<file path="config.mk">
export PLATFORM = sky130hd
export DESIGN_NAME = booth_divider
export DESIGN_NICKNAME = d
export VERILOG_FILES = /design/src/rtl/booth_divider.sv
export SDC_FILE = /design/constraint.sdc
export NUM_CORES = 1
export LEC_CHECK = 0
export CORE_MARGIN = 5
export CORE_UTILIZATION = 40
export CTS_BUF_LIST = sky130_fd_sc_hd__clkbuf_4 sky130_fd_sc_hd__clkbuf_8
export CTS_CLUSTER_SIZE = 10
export DETAILED_ROUTE_END_ITERATION = 12
export PLACE_DENSITY = 0.57
export SYNTH_ARGS = -nofsm -noshare
export SYNTH_HDL_FRONTEND = slang
export SYNTH_SLANG_ARGS = --single-unit
</file>
<file path="constraint.sdc">
create_clock -name clk -period 3.9 [get_ports clk]
set_input_delay 0.78 -clock clk [delete_from_list [all_inputs] [get_ports clk]]
set_output_delay 0.78 -clock clk [all_outputs]
set_load 0.005 [all_outputs]
</file>
<file path="src/rtl/booth_divider.sv">
// booth_divider: sequential signed restoring divider, one quotient bit per clock.
// Accepts a DVD_W-bit signed dividend (Booth product format) and a DVS_W-bit
// signed divisor; returns a saturating truncated quotient and a remainder whose
// sign follows the dividend, with fixed latency and a one-cycle done pulse.
module booth_divider #(
  parameter int DVD_W = 15,
  parameter int DVS_W = 8
) (
  input  logic             clk,
  input  logic             rst,
  input  logic             St,
  input  logic [DVD_W-1:0] Dividend,
  input  logic [DVS_W-1:0] Divisor,
  output logic [DVS_W-1:0] quotient,
  output logic [DVS_W-1:0] remainder,
  output logic             busy,
  output logic             done,
  output logic             ovf,
  output logic             dz
);

  localparam int               CNT_W     = $clog2(DVD_W);
  localparam logic [CNT_W-1:0] CNT_LAST  = CNT_W'(DVD_W - 1);
  localparam logic [DVD_W-1:0] Q_POS_MAX = DVD_W'((1 << (DVS_W - 1)) - 1);
  localparam logic [DVD_W-1:0] Q_NEG_MAX = DVD_W'(1 << (DVS_W - 1));
  localparam logic [DVS_W-1:0] SAT_POS   = {1'b0, {(DVS_W-1){1'b1}}};
  localparam logic [DVS_W-1:0] SAT_NEG   = {1'b1, {(DVS_W-1){1'b0}}};

  typedef enum logic [1:0] {
    S_IDLE = 2'd0,
    S_CALC = 2'd1,
    S_FIX  = 2'd2
  } state_t;

  state_t           r_state;
  state_t           w_next;
  logic [CNT_W-1:0] r_cnt;
  logic [DVD_W-1:0] r_quo;      // dividend magnitude shifting out, quotient bits shifting in
  logic [DVS_W:0]   r_rem;      // partial remainder, DVS_W+1 bits wide
  logic [DVS_W-1:0] r_dvs_mag;  // |Divisor|; -2^(DVS_W-1) maps to 2^(DVS_W-1) unsigned
  logic             r_sd;
  logic             r_sv;
  logic             r_zd;
  logic [DVS_W-1:0] r_quotient;
  logic [DVS_W-1:0] r_remainder;
  logic             r_busy;
  logic             r_done;
  logic             r_ovf;
  logic             r_dz;

  logic [DVD_W-1:0] w_dvd_mag;
  logic [DVS_W-1:0] w_dvs_mag;
  logic [DVS_W+1:0] w_r_sh;
  logic [DVS_W+1:0] w_trial;
  logic             w_trial_ok;
  logic [DVS_W-1:0] w_q_fix;
  logic [DVS_W-1:0] w_r_fix;
  logic             w_ovf_fix;

  assign quotient  = r_quotient;
  assign remainder = r_remainder;
  assign busy      = r_busy;
  assign done      = r_done;
  assign ovf       = r_ovf;
  assign dz        = r_dz;

  // One restoring step: shift {R,Q} left and try subtracting |Divisor|.
  assign w_r_sh     = {r_rem, r_quo[DVD_W-1]};
  assign w_trial    = w_r_sh - {2'b00, r_dvs_mag};
  assign w_trial_ok = ~w_trial[DVS_W+1];

  // Operand magnitudes taken from the live inputs at the accepting edge.
  always_comb begin
    w_dvd_mag = Dividend;
    w_dvs_mag = Divisor;
    if (Dividend[DVD_W-1]) begin
      w_dvd_mag = ~Dividend + DVD_W'(1);
    end else begin
      w_dvd_mag = Dividend;
    end
    if (Divisor[DVS_W-1]) begin
      w_dvs_mag = ~Divisor + DVS_W'(1);
    end else begin
      w_dvs_mag = Divisor;
    end
  end

  // Sign application, saturation and divide-by-zero results loaded in FIX.
  always_comb begin
    w_q_fix   = {DVS_W{1'b0}};
    w_r_fix   = {DVS_W{1'b0}};
    w_ovf_fix = 1'b0;
    if (r_zd) begin
      w_q_fix   = {DVS_W{1'b0}};
      w_r_fix   = {DVS_W{1'b0}};
      w_ovf_fix = 1'b0;
    end else begin
      if (r_sd ^ r_sv) begin
        if (r_quo > Q_NEG_MAX) begin
          w_q_fix   = SAT_NEG;
          w_ovf_fix = 1'b1;
        end else begin
          w_q_fix   = ~r_quo[DVS_W-1:0] + DVS_W'(1);
          w_ovf_fix = 1'b0;
        end
      end else begin
        if (r_quo > Q_POS_MAX) begin
          w_q_fix   = SAT_POS;
          w_ovf_fix = 1'b1;
        end else begin
          w_q_fix   = r_quo[DVS_W-1:0];
          w_ovf_fix = 1'b0;
        end
      end
      // Remainder magnitude is always below |Divisor| so its low DVS_W bits suffice.
      if (r_sd) begin
        w_r_fix = ~r_rem[DVS_W-1:0] + DVS_W'(1);
      end else begin
        w_r_fix = r_rem[DVS_W-1:0];
      end
    end
  end

  // FSM state register.
  always_ff @(posedge clk) begin
    if (rst) begin
      r_state <= S_IDLE;
    end else begin
      r_state <= w_next;
    end
  end

  // FSM next-state logic.
  always_comb begin
    w_next = r_state;
    case (r_state)
      S_IDLE: begin
        if (St) begin
          w_next = S_CALC;
        end else begin
          w_next = S_IDLE;
        end
      end
      S_CALC: begin
        if (r_cnt == CNT_LAST) begin
          w_next = S_FIX;
        end else begin
          w_next = S_CALC;
        end
      end
      S_FIX:   w_next = S_IDLE;
      default: w_next = S_IDLE;
    endcase
  end

  // Datapath and output registers: capture, iterate, then publish results.
  always_ff @(posedge clk) begin
    if (rst) begin
      r_cnt       <= {CNT_W{1'b0}};
      r_quo       <= {DVD_W{1'b0}};
      r_rem       <= {(DVS_W+1){1'b0}};
      r_dvs_mag   <= {DVS_W{1'b0}};
      r_sd        <= 1'b0;
      r_sv        <= 1'b0;
      r_zd        <= 1'b0;
      r_quotient  <= {DVS_W{1'b0}};
      r_remainder <= {DVS_W{1'b0}};
      r_busy      <= 1'b0;
      r_done      <= 1'b0;
      r_ovf       <= 1'b0;
      r_dz        <= 1'b0;
    end else begin
      r_done <= 1'b0;
      case (r_state)
        S_IDLE: begin
          if (St) begin
            r_cnt     <= {CNT_W{1'b0}};
            r_quo     <= w_dvd_mag;
            r_rem     <= {(DVS_W+1){1'b0}};
            r_dvs_mag <= w_dvs_mag;
            r_sd      <= Dividend[DVD_W-1];
            r_sv      <= Divisor[DVS_W-1];
            r_zd      <= (Divisor == {DVS_W{1'b0}});
            r_busy    <= 1'b1;
          end
        end
        S_CALC: begin
          if (w_trial_ok) begin
            r_rem <= w_trial[DVS_W:0];
          end else begin
            r_rem <= w_r_sh[DVS_W:0];
          end
          r_quo <= {r_quo[DVD_W-2:0], w_trial_ok};
          r_cnt <= r_cnt + CNT_W'(1);
        end
        S_FIX: begin
          r_quotient  <= w_q_fix;
          r_remainder <= w_r_fix;
          r_ovf       <= w_ovf_fix;
          r_dz        <= r_zd;
          r_done      <= 1'b1;
          r_busy      <= 1'b0;
        end
        default: begin
          r_busy <= 1'b0;
        end
      endcase
    end
  end

endmodule

</file>
==> impl_summary.md, run 1 <==
Critical path
The required time at the worst-slack endpoint is 4.10 ns. The delay of the slowest critical-path stage is 0.56 ns. Among cell families on the critical path, the largest total delay comes from simple AND/OR/NAND/NOR gates. The register-to-register setup slack is 1.54 ns.

The slowest stage of the critical path is the sky130_fd_sc_hd__or4_4 cell. The critical register-to-register path endpoint is quotient[0]$_SDFFE_PP0P_. The number of cells on the worst reg-to-reg path is 8. Walking the worst path, the cells encountered are clkdlybuf4s50_1 > or4_4 > or3_4 > o31ai_4 > xnor2_1 > a222oi_1 > nor2_1. Of all nets on the critical path, the largest fanout is 4. Counting both buffers and inverters, the worst setup path holds a total of 1. The worst setup path is launched from an input pin. Data arrives at the worst endpoint at 2.89 ns. The kind of critical path is input pin to register.

The nature of the critical path endpoint is a register. The reg-to-reg startpoint is r_quo[0]$_SDFFE_PP0P_.

Final layout
The library cell used most frequently in the layout, excluding fill and tap cells, is sky130_fd_sc_hd__dfxtp_1. The layout cell share with drive strength beyond 1 is 6.04%. The number of antenna cells inserted is 0. The area added between synthesis and finish is 20.3%. The top cell types in the final layout, fill and taps aside, are 61 x sky130_fd_sc_hd__dfxtp_1, 58 x sky130_fd_sc_hd__nor2_1, 49 x sky130_fd_sc_hd__nand2_1.

The count of nets after finishing is 517. The area of combinational cells with multiple inputs is 2090 um^2. The total area of sequential cells is 1220 um^2. The number of inserted filler cells in the final layout is 854.

STA
Headroom to the max-slew limit came out at 42.6%. The clock period minus final worst setup slack is 2.69 ns. Across the routed clock network, the largest skew measured is 0.00859 ns.

Summed over all failing endpoints, the final setup total negative slack is 0 ns. The share of the clock period used by the worst path is 68.9%. The post-route worst hold slack is 0.450 ns.

Setup repair after global routing left no endpoint under its margin. The transition time at the pin with the least slew margin is 0.855 ns. The setup-violating endpoint count in the final report is 0. The number of endpoints with negative hold slack in the final report was 0. The top achievable clock speed is 0.372 GHz. The number of pins with negative max-slew slack in the final report is 0.

Job
The tool flagged a number of max-cap violations equal to 0.

Power and ir drop
IR analysis of the VDD net gives a maximum drop of 0.000267 V. The total leakage power is 0.00158 uW. The design draws 2320 uW. The areal power density over the cells is 549 nW/um^2.

GRT
Global routing finished with a remaining overflow of 0. The first global-routing pass estimated 13900 um of wire. Global routing used 15.5% of the available tracks.

The number of antenna violations at the first check in global routing was 0. The via count of the first global-routing pass is 2911. Entering global routing, the biggest net connects 35 pins.

Clock network
The TritonCTS clock tree is built. After clock tree synthesis, the clock-pin slew on the worst setup and hold paths is 0.07 ns. Post-CTS timing repair inserted 0 buffers for setup. Hold repair after CTS inserted 0 buffers. The clock sink count is 61. The clock passes through at most 2 buffers. Clock latency on the worst-skew pair, taken at its later pin, is 0.34 ns.

The root cell of the clock tree is sky130_fd_sc_hd__clkbuf_8. The number of clock buffers added by TritonCTS is 9. The total of cells resized after clock tree synthesis is 0. The number of H-tree levels is 3.

Floorplan
The number of top-level pins is 46. After floorplanning, the core was divided into 34 placement rows. The core outline area is 8640 um^2. The initial cell density of the core is 40.6%. The die is 104 um tall. Measured along the x axis, the die boundary spans 104 um. The floorplan die area is 10700 um^2.

Routing
The vias per cell is 5.32. The first routing iteration left 176 violations. The post-detailed-routing wire length is 8140 um. The first detailed-routing pass ran for 4 iterations. The total via count after detailed routing is 3127.

After detailed routing, the average wire length per cell comes to 13.8 um. The number of remaining DRC errors is 0. The detail route stage leaves a number of antenna-violating nets equal to 0.

Synthesis
The most used flip-flop cell after synthesis is sky130_fd_sc_hd__dfxtp_1. Of all flip-flops after synthesis, the portion carrying an async set or reset was 0%. The share of Yosys cell area claimed by the top area cell type is 34.8%. The share of the Yosys chip area taken by registers is 34.8%. Sorting the synthesized cells by area gives the leading types as sky130_fd_sc_hd__dfxtp_1 35%, sky130_fd_sc_hd__nor2_1 6.2%, sky130_fd_sc_hd__xnor2_1 5.7%, sky130_fd_sc_hd__ha_1 5.4%, sky130_fd_sc_hd__nand2_1 5.2%.

The number of unique standard cell types used by synthesis is 48. After synthesis the netlist holds a flip-flop and latch count of 61. When the netlist entered floorplanning its net count stood at 483. The combined area of all synthesized cells is 3510 um^2. In the synthesized netlist, the number of instances is 441. The biggest area contributor in the post-synthesis netlist is sky130_fd_sc_hd__dfxtp_1. The number of enable-type register cells in the synthesized netlist is 0. The count of warnings emitted by yosys is 0. Dividing the synthesized area by the synthesized cell count gives 7.95 um^2.

Place
The detailed-placement wirelength estimate is 6070 um. Buffers placed on the I/O ports in this run total 45. The placer congestion estimate is 0.859.

Hold path
The path with the worst hold slack has its endpoint at ovf$_SDFFE_PP0P_. The worst hold path belongs to the class register to register. The worst hold path startpoint is ovf$_SDFFE_PP0P_. The hold-critical path depth is 2.

Status
The run finished with clean final reports.
[power breakdown]
| part | leakage [uW] | switching, uW | internal, uW |
|---|---|---|---|
| clock | 0.000103 | 254 | 325 |
| sequential | 0.000497 | 101 | 683 |
| combinational | 0.000978 | 515 | 439 |
| total | 0.00158 | 869 | 1450 |
[synth_stat cells, drive strengths merged, types with 2 or more instances]
cell type,instances
dfxtp,61
nor2,58
nand2,49
a21oi,29
clkbuf,26
xnor2,23
inv,21
o21ai,19
a22oi,17
ha,15
nor3,12
xor2,11
o31ai,10
a211oi,9
or3,8
nand2b,7
mux2i,6
nand3,6
a222oi,5
nor2b,5
nor4,4
a21o,3
nand3b,3
nand4,3
o211ai,3
o22ai,3
a21boi,2
a221oi,2
a32o,2
a32oi,2
buf,2
o21a,2
o21bai,2
o41ai,2
[how the worst max path moves through the flow]
stage	startpoint	to	slack [ns]	cells past startpoint
detailed placement	Dividend[7]	r_quo[13]$_SDFFE_PP0P_	0.86	7
finish	Dividend[7]	r_quo[13]$_SDFFE_PP0P_	1.21	7
floorplan	Dividend[9]	r_quo[13]$_SDFFE_PP0P_	1.48	6
CTS	Dividend[7]	r_quo[13]$_SDFFE_PP0P_	1.23	7
global route	Dividend[7]	r_quo[13]$_SDFFE_PP0P_	1.11	7
global placement	Dividend[7]	r_quo[13]$_SDFFE_PP0P_	0.92	7
[kinds of logic (layout without fill, tap and decap cells)]
group / after synthesis / after routing / share of synthesized area (%)
buffers and inverters: 49 / 88 / 5.49
AO/OA/AOI/OAI: 116 / 116 / 22.5
AND/OR/NAND/NOR: 158 / 158 / 20.8
XOR/XNOR: 34 / 34 / 8.49
adder cells (fa/ha/maj): 16 / 16 / 5.92
flip-flops: 61 / 61 / 34.8
multiplexers: 7 / 7 / 2.03
[state kept, by name, indices dropped and copies added, names as in the netlist]
name / flops
r_rem: 9
r_cnt: 4
busy: 1
r_sd: 1
dz: 1
remainder: 8
r_zd: 1
r_dvs_mag: 8
quotient: 8
done: 1
r_quo: 15
r_state: 2
r_sv: 1
ovf: 1
[area by class of cell]
cell class / count / area share [%]
clock buffer: 12 / 3.62
clock inverter: 4 / 1.13
inverter: 21 / 1.87
timing repair buffer: 51 / 11.6
tap: 108 / 3.20
multi-input combinational: 331 / 49.6
sequential: 61 / 28.9
[metal layers]
| metal | GRT usage [%] | vias up | wire length [um] |
|---|---|---|---|
| met5 | 0 | - | 0 |
| met4 | 6.19 | 0 | 123 |
| met3 | 3.67 | 10 | 447 |
| met2 | 22.7 | 78 | 3510 |
| met1 | 21.7 | 1413 | 4060 |
| li1 | - | 1626 | - |
[through the flow]
stage | instance area (um^2) | setup slack [ns] | std cells | utilization [%]
6_report | 4220 | 1.21 | 588 | 48.9
5_1_grt | 4220 | 1.11 | 588 | 48.9
4_1_cts | 4220 | 1.23 | 588 | 48.9
3_5_place_dp | 4020 | 0.863 | 572 | 46.5
3_3_place_gp | 4020 | 0.924 | 572 | 46.5
2_1_floorplan | 3510 | 1.48 | 441 | -
[worst min-delay path, cell delays in order (launching register included)]
cell and delay, ns:
sky130_fd_sc_hd__dfxtp_1 0.31, sky130_fd_sc_hd__nand2_1 0.05, sky130_fd_sc_hd__a21oi_1 0.05
(Power assumes the default switching activity.)
==> run 2, diff against run 1 <==
PLACE_DENSITY = 0.59   (was 0.57)
clock period = 2.15 ns   (was 3.9 ns; I/O delays follow)
==> impl_summary.md, run 2 (synthesis results as in run 1) <==
Status
The run finished with clean final reports.

STA
The post-layout worst setup margin is 0.0521 ns (-1.16 ns). The number of endpoints with negative hold slack in the final report came to 0 (unchanged). The number of pins with negative max-slew slack in the final report came to 0 (unchanged). The worst max-slew margin expressed relative to the limit is 39.5% (-3.0 points).

The share of the clock period used by the worst path is 97.6%. The top achievable clock speed is 0.477 GHz. The setup-violating endpoint count in the final report is 0 (unchanged). After layout, the minimum clock period comes to 2.10 ns. The final setup skew is 0.00844 ns (-0.000153 ns). Setup repair after global routing could not meet its margin everywhere. The transition time at the pin with the least slew margin was 0.900 ns (+0.0453 ns).

Clock network
The TritonCTS buffer count is 9 (unchanged). The clock insertion delay at the later pin of the skew report is 0.32 ns (-0.02 ns). The number of H-tree levels is 3 (unchanged).

TritonCTS built the clock tree. The number of hold-repair buffers added at the cts stage came to 0 (unchanged). The clock sink count is 61 (unchanged). The clock slew seen by the registers of the worst setup and hold paths is 0.07 ns (about the same). The deepest clock path buffer count came to 2 (unchanged).

The root cell of the clock tree is sky130_fd_sc_hd__clkbuf_8.

Final layout
The number of inserted filler cells in the final layout was 842 (-1.4%). The most flop-heavy register is r_quo. The number of cells in the finished layout apart from fillers is 631 (+7.3%). The number of antenna cells inserted is 0 (unchanged). In the final layout, the registers with the most flip-flops are r_quo (15), r_rem (9). The area added between synthesis and finish is 31.5%. The most common cell after layout, fill and taps aside is sky130_fd_sc_hd__dfxtp_1. The count of nets after finishing is 562 (+8.7%). The number of flip-flops in the largest register is 15 (unchanged).

The layout cell share with drive strength beyond 1 is 17.4% (+11 points). In the layout the commonest cells are 59 x sky130_fd_sc_hd__dfxtp_1, 57 x sky130_fd_sc_hd__nor2_1, 51 x sky130_fd_sc_hd__buf_4.

Critical path
The worst endpoint data arrival time came to 2.30 ns (-0.59 ns). The number of cells on the worst reg-to-reg path is 8 (unchanged). The family with the most delay on the worst path is simple AND/OR/NAND/NOR gates. STA classifies the critical path startpoint as an input pin.

The slowest stage cell on the critical path is sky130_fd_sc_hd__or4_4. Walking the worst path, the cells encountered are dlygate4sd2_1 > or4_4 > or3_4 > o31ai_4 > xnor2_2 > a222oi_1 > nor2_1. The logic depth of the worst path, buffers included is 7 (unchanged). The nature of the critical path endpoint is a register. The maximum net fanout on the critical path is 2 (-2). The count of buffering cells on the critical path with inverters included is 1 (unchanged). The kind of critical path is input pin to register. The required time at the worst-slack endpoint is 2.35 ns (-1.75 ns).

The delay of the slowest critical-path stage is 0.54 ns (-0.02 ns).

Floorplan
The floorplan die area was 10700 um^2 (unchanged). The initial cell density of the core was 40.6% (unchanged). The row count came to 34 (unchanged). The horizontal die dimension came to 104 um (unchanged).

The core outline area is 8640 um^2 (unchanged). The number of top-level pins came to 46 (unchanged). The die height is 104 um (unchanged).

GRT
The global-route wire length before repair is 14800 um (+6.4%). The number of antenna violations at the first check in global routing is 0 (unchanged). The maximum number of pins on one net before global-route repair came to 36 (+2.9%). The via count of the first global-routing pass is 3147 (+8.1%). The overflow left after global routing is 0 (unchanged). The global router's overall resource usage is 16.3% (+0.86 points).

Place
The number of instances in the placed design came to 613 (+7.2%). The placer congestion estimate is 0.902 (+5.0%). The detailed-placement wirelength estimate was 6480 um (+6.7%). The number of input and output port buffers inserted is 45 (unchanged). The worst setup timing slack at the placement stage is -0.455 ns (-1.32 ns).

Hold path
The tightest min-delay check is of the register to register type. The hold-critical path depth is 2 (unchanged).

Routing
The vias per cell is 5.27 (-0.85%). The initial detailed-routing violation count is 163 (-7.4%). The routed wire length per instance came to 13.6 um (-1.7%). The residual antenna-violating net count after detailed routing was 0 (unchanged). The total via count after detailed routing is 3327 (+6.4%). The post-detailed-routing wire length was 8580 um (+5.4%). The number of remaining DRC errors is 0 (unchanged). The first-pass iteration count of the detailed router is 5 (+1).

Job
The count of max-cap constraint violations is 0 (unchanged).

Power and ir drop
The peak supply drop is 0.000414 V (+55%). The areal power density over the cells is 965 nW/um^2 (+76%). The total leakage power is 0.00182 uW (+15%).
==> run 2: report_power, final <==
group | internal, uW | switching, uW | total [uW]
combinational | 1070 | 1140 | 2210
sequential | 1240 | 105 | 1350
clock | 478 | 418 | 896
==> run 2: routing by layer <==
metal | routed length [um] | up-vias | global-route usage [%]
li1 | - | 1712 | -
met5 | 0 | - | 0
met2 | 3970 | 72 | 24.4
met1 | 4120 | 1539 | 22.5
met4 | 76 | 0 | 6.56
met3 | 414 | 4 | 3.86
==> run 2: area by class of cell <==
class	instances	area (um^2)	area share, %
Multi-Input combinational cell	331	2180	47.2
Clock buffer	12	159	3.44
Tap cell	108	135	2.93
Inverter	21	78.8	1.71
Sequential cell	61	1220	26.5
Clock inverter	2	10.0	0.217
Timing Repair Buffer	96	827	17.9
==> run 2: per-stage QoR <==
stage	power [uW]	hold WS (ns)	util, %	area (um^2)	setup TNS, ns
6_report	4450	0.453	53.4	4610	0
5_1_grt	4780	0.476	53.4	4610	-0.0684
3_5_place_dp	3410	0.448	50.1	4330	-1.71
2_1_floorplan	2770	0.440	-	3510	0
4_1_cts	4330	0.455	52.1	4500	0
3_3_place_gp	3370	0.440	50.1	4330	-1.35
==> run 2: what timing repair did <==
item | in CTS | in global routing
gates cloned | 0 | 0
hold endpoints to repair | 0 | 0
setup endpoints to repair | 3 | 16
resized for setup | 4 | 21
buffers inserted | 0 | 4
pin swaps | 6 | 19
==> run 2: worst reg2reg max path, stage by stage, from the launching register on <==
cell and delay, ns:
sky130_fd_sc_hd__dfxtp_1 0.31, sky130_fd_sc_hd__inv_1 0.06, sky130_fd_sc_hd__ha_2 0.17, sky130_fd_sc_hd__or3b_4 0.39
sky130_fd_sc_hd__or3_4 0.34, sky130_fd_sc_hd__a21oi_2 0.14, sky130_fd_sc_hd__o32ai_2 0.10, sky130_fd_sc_hd__or3_1 0.42
sky130_fd_sc_hd__a21oi_2 0.11
==> run 2: final timing paths <==
check                        start                        to  slack (ns)
min               ovf$_SDFFE_PP0P_          ovf$_SDFFE_PP0P_        0.45
max                    Dividend[7]    r_quo[13]$_SDFFE_PP0P_        0.05
max reg2reg  r_quo[1]$_SDFFE_PP0P_  quotient[6]$_SDFFE_PP0P_        0.06
min reg2reg       ovf$_SDFFE_PP0P_          ovf$_SDFFE_PP0P_        0.45
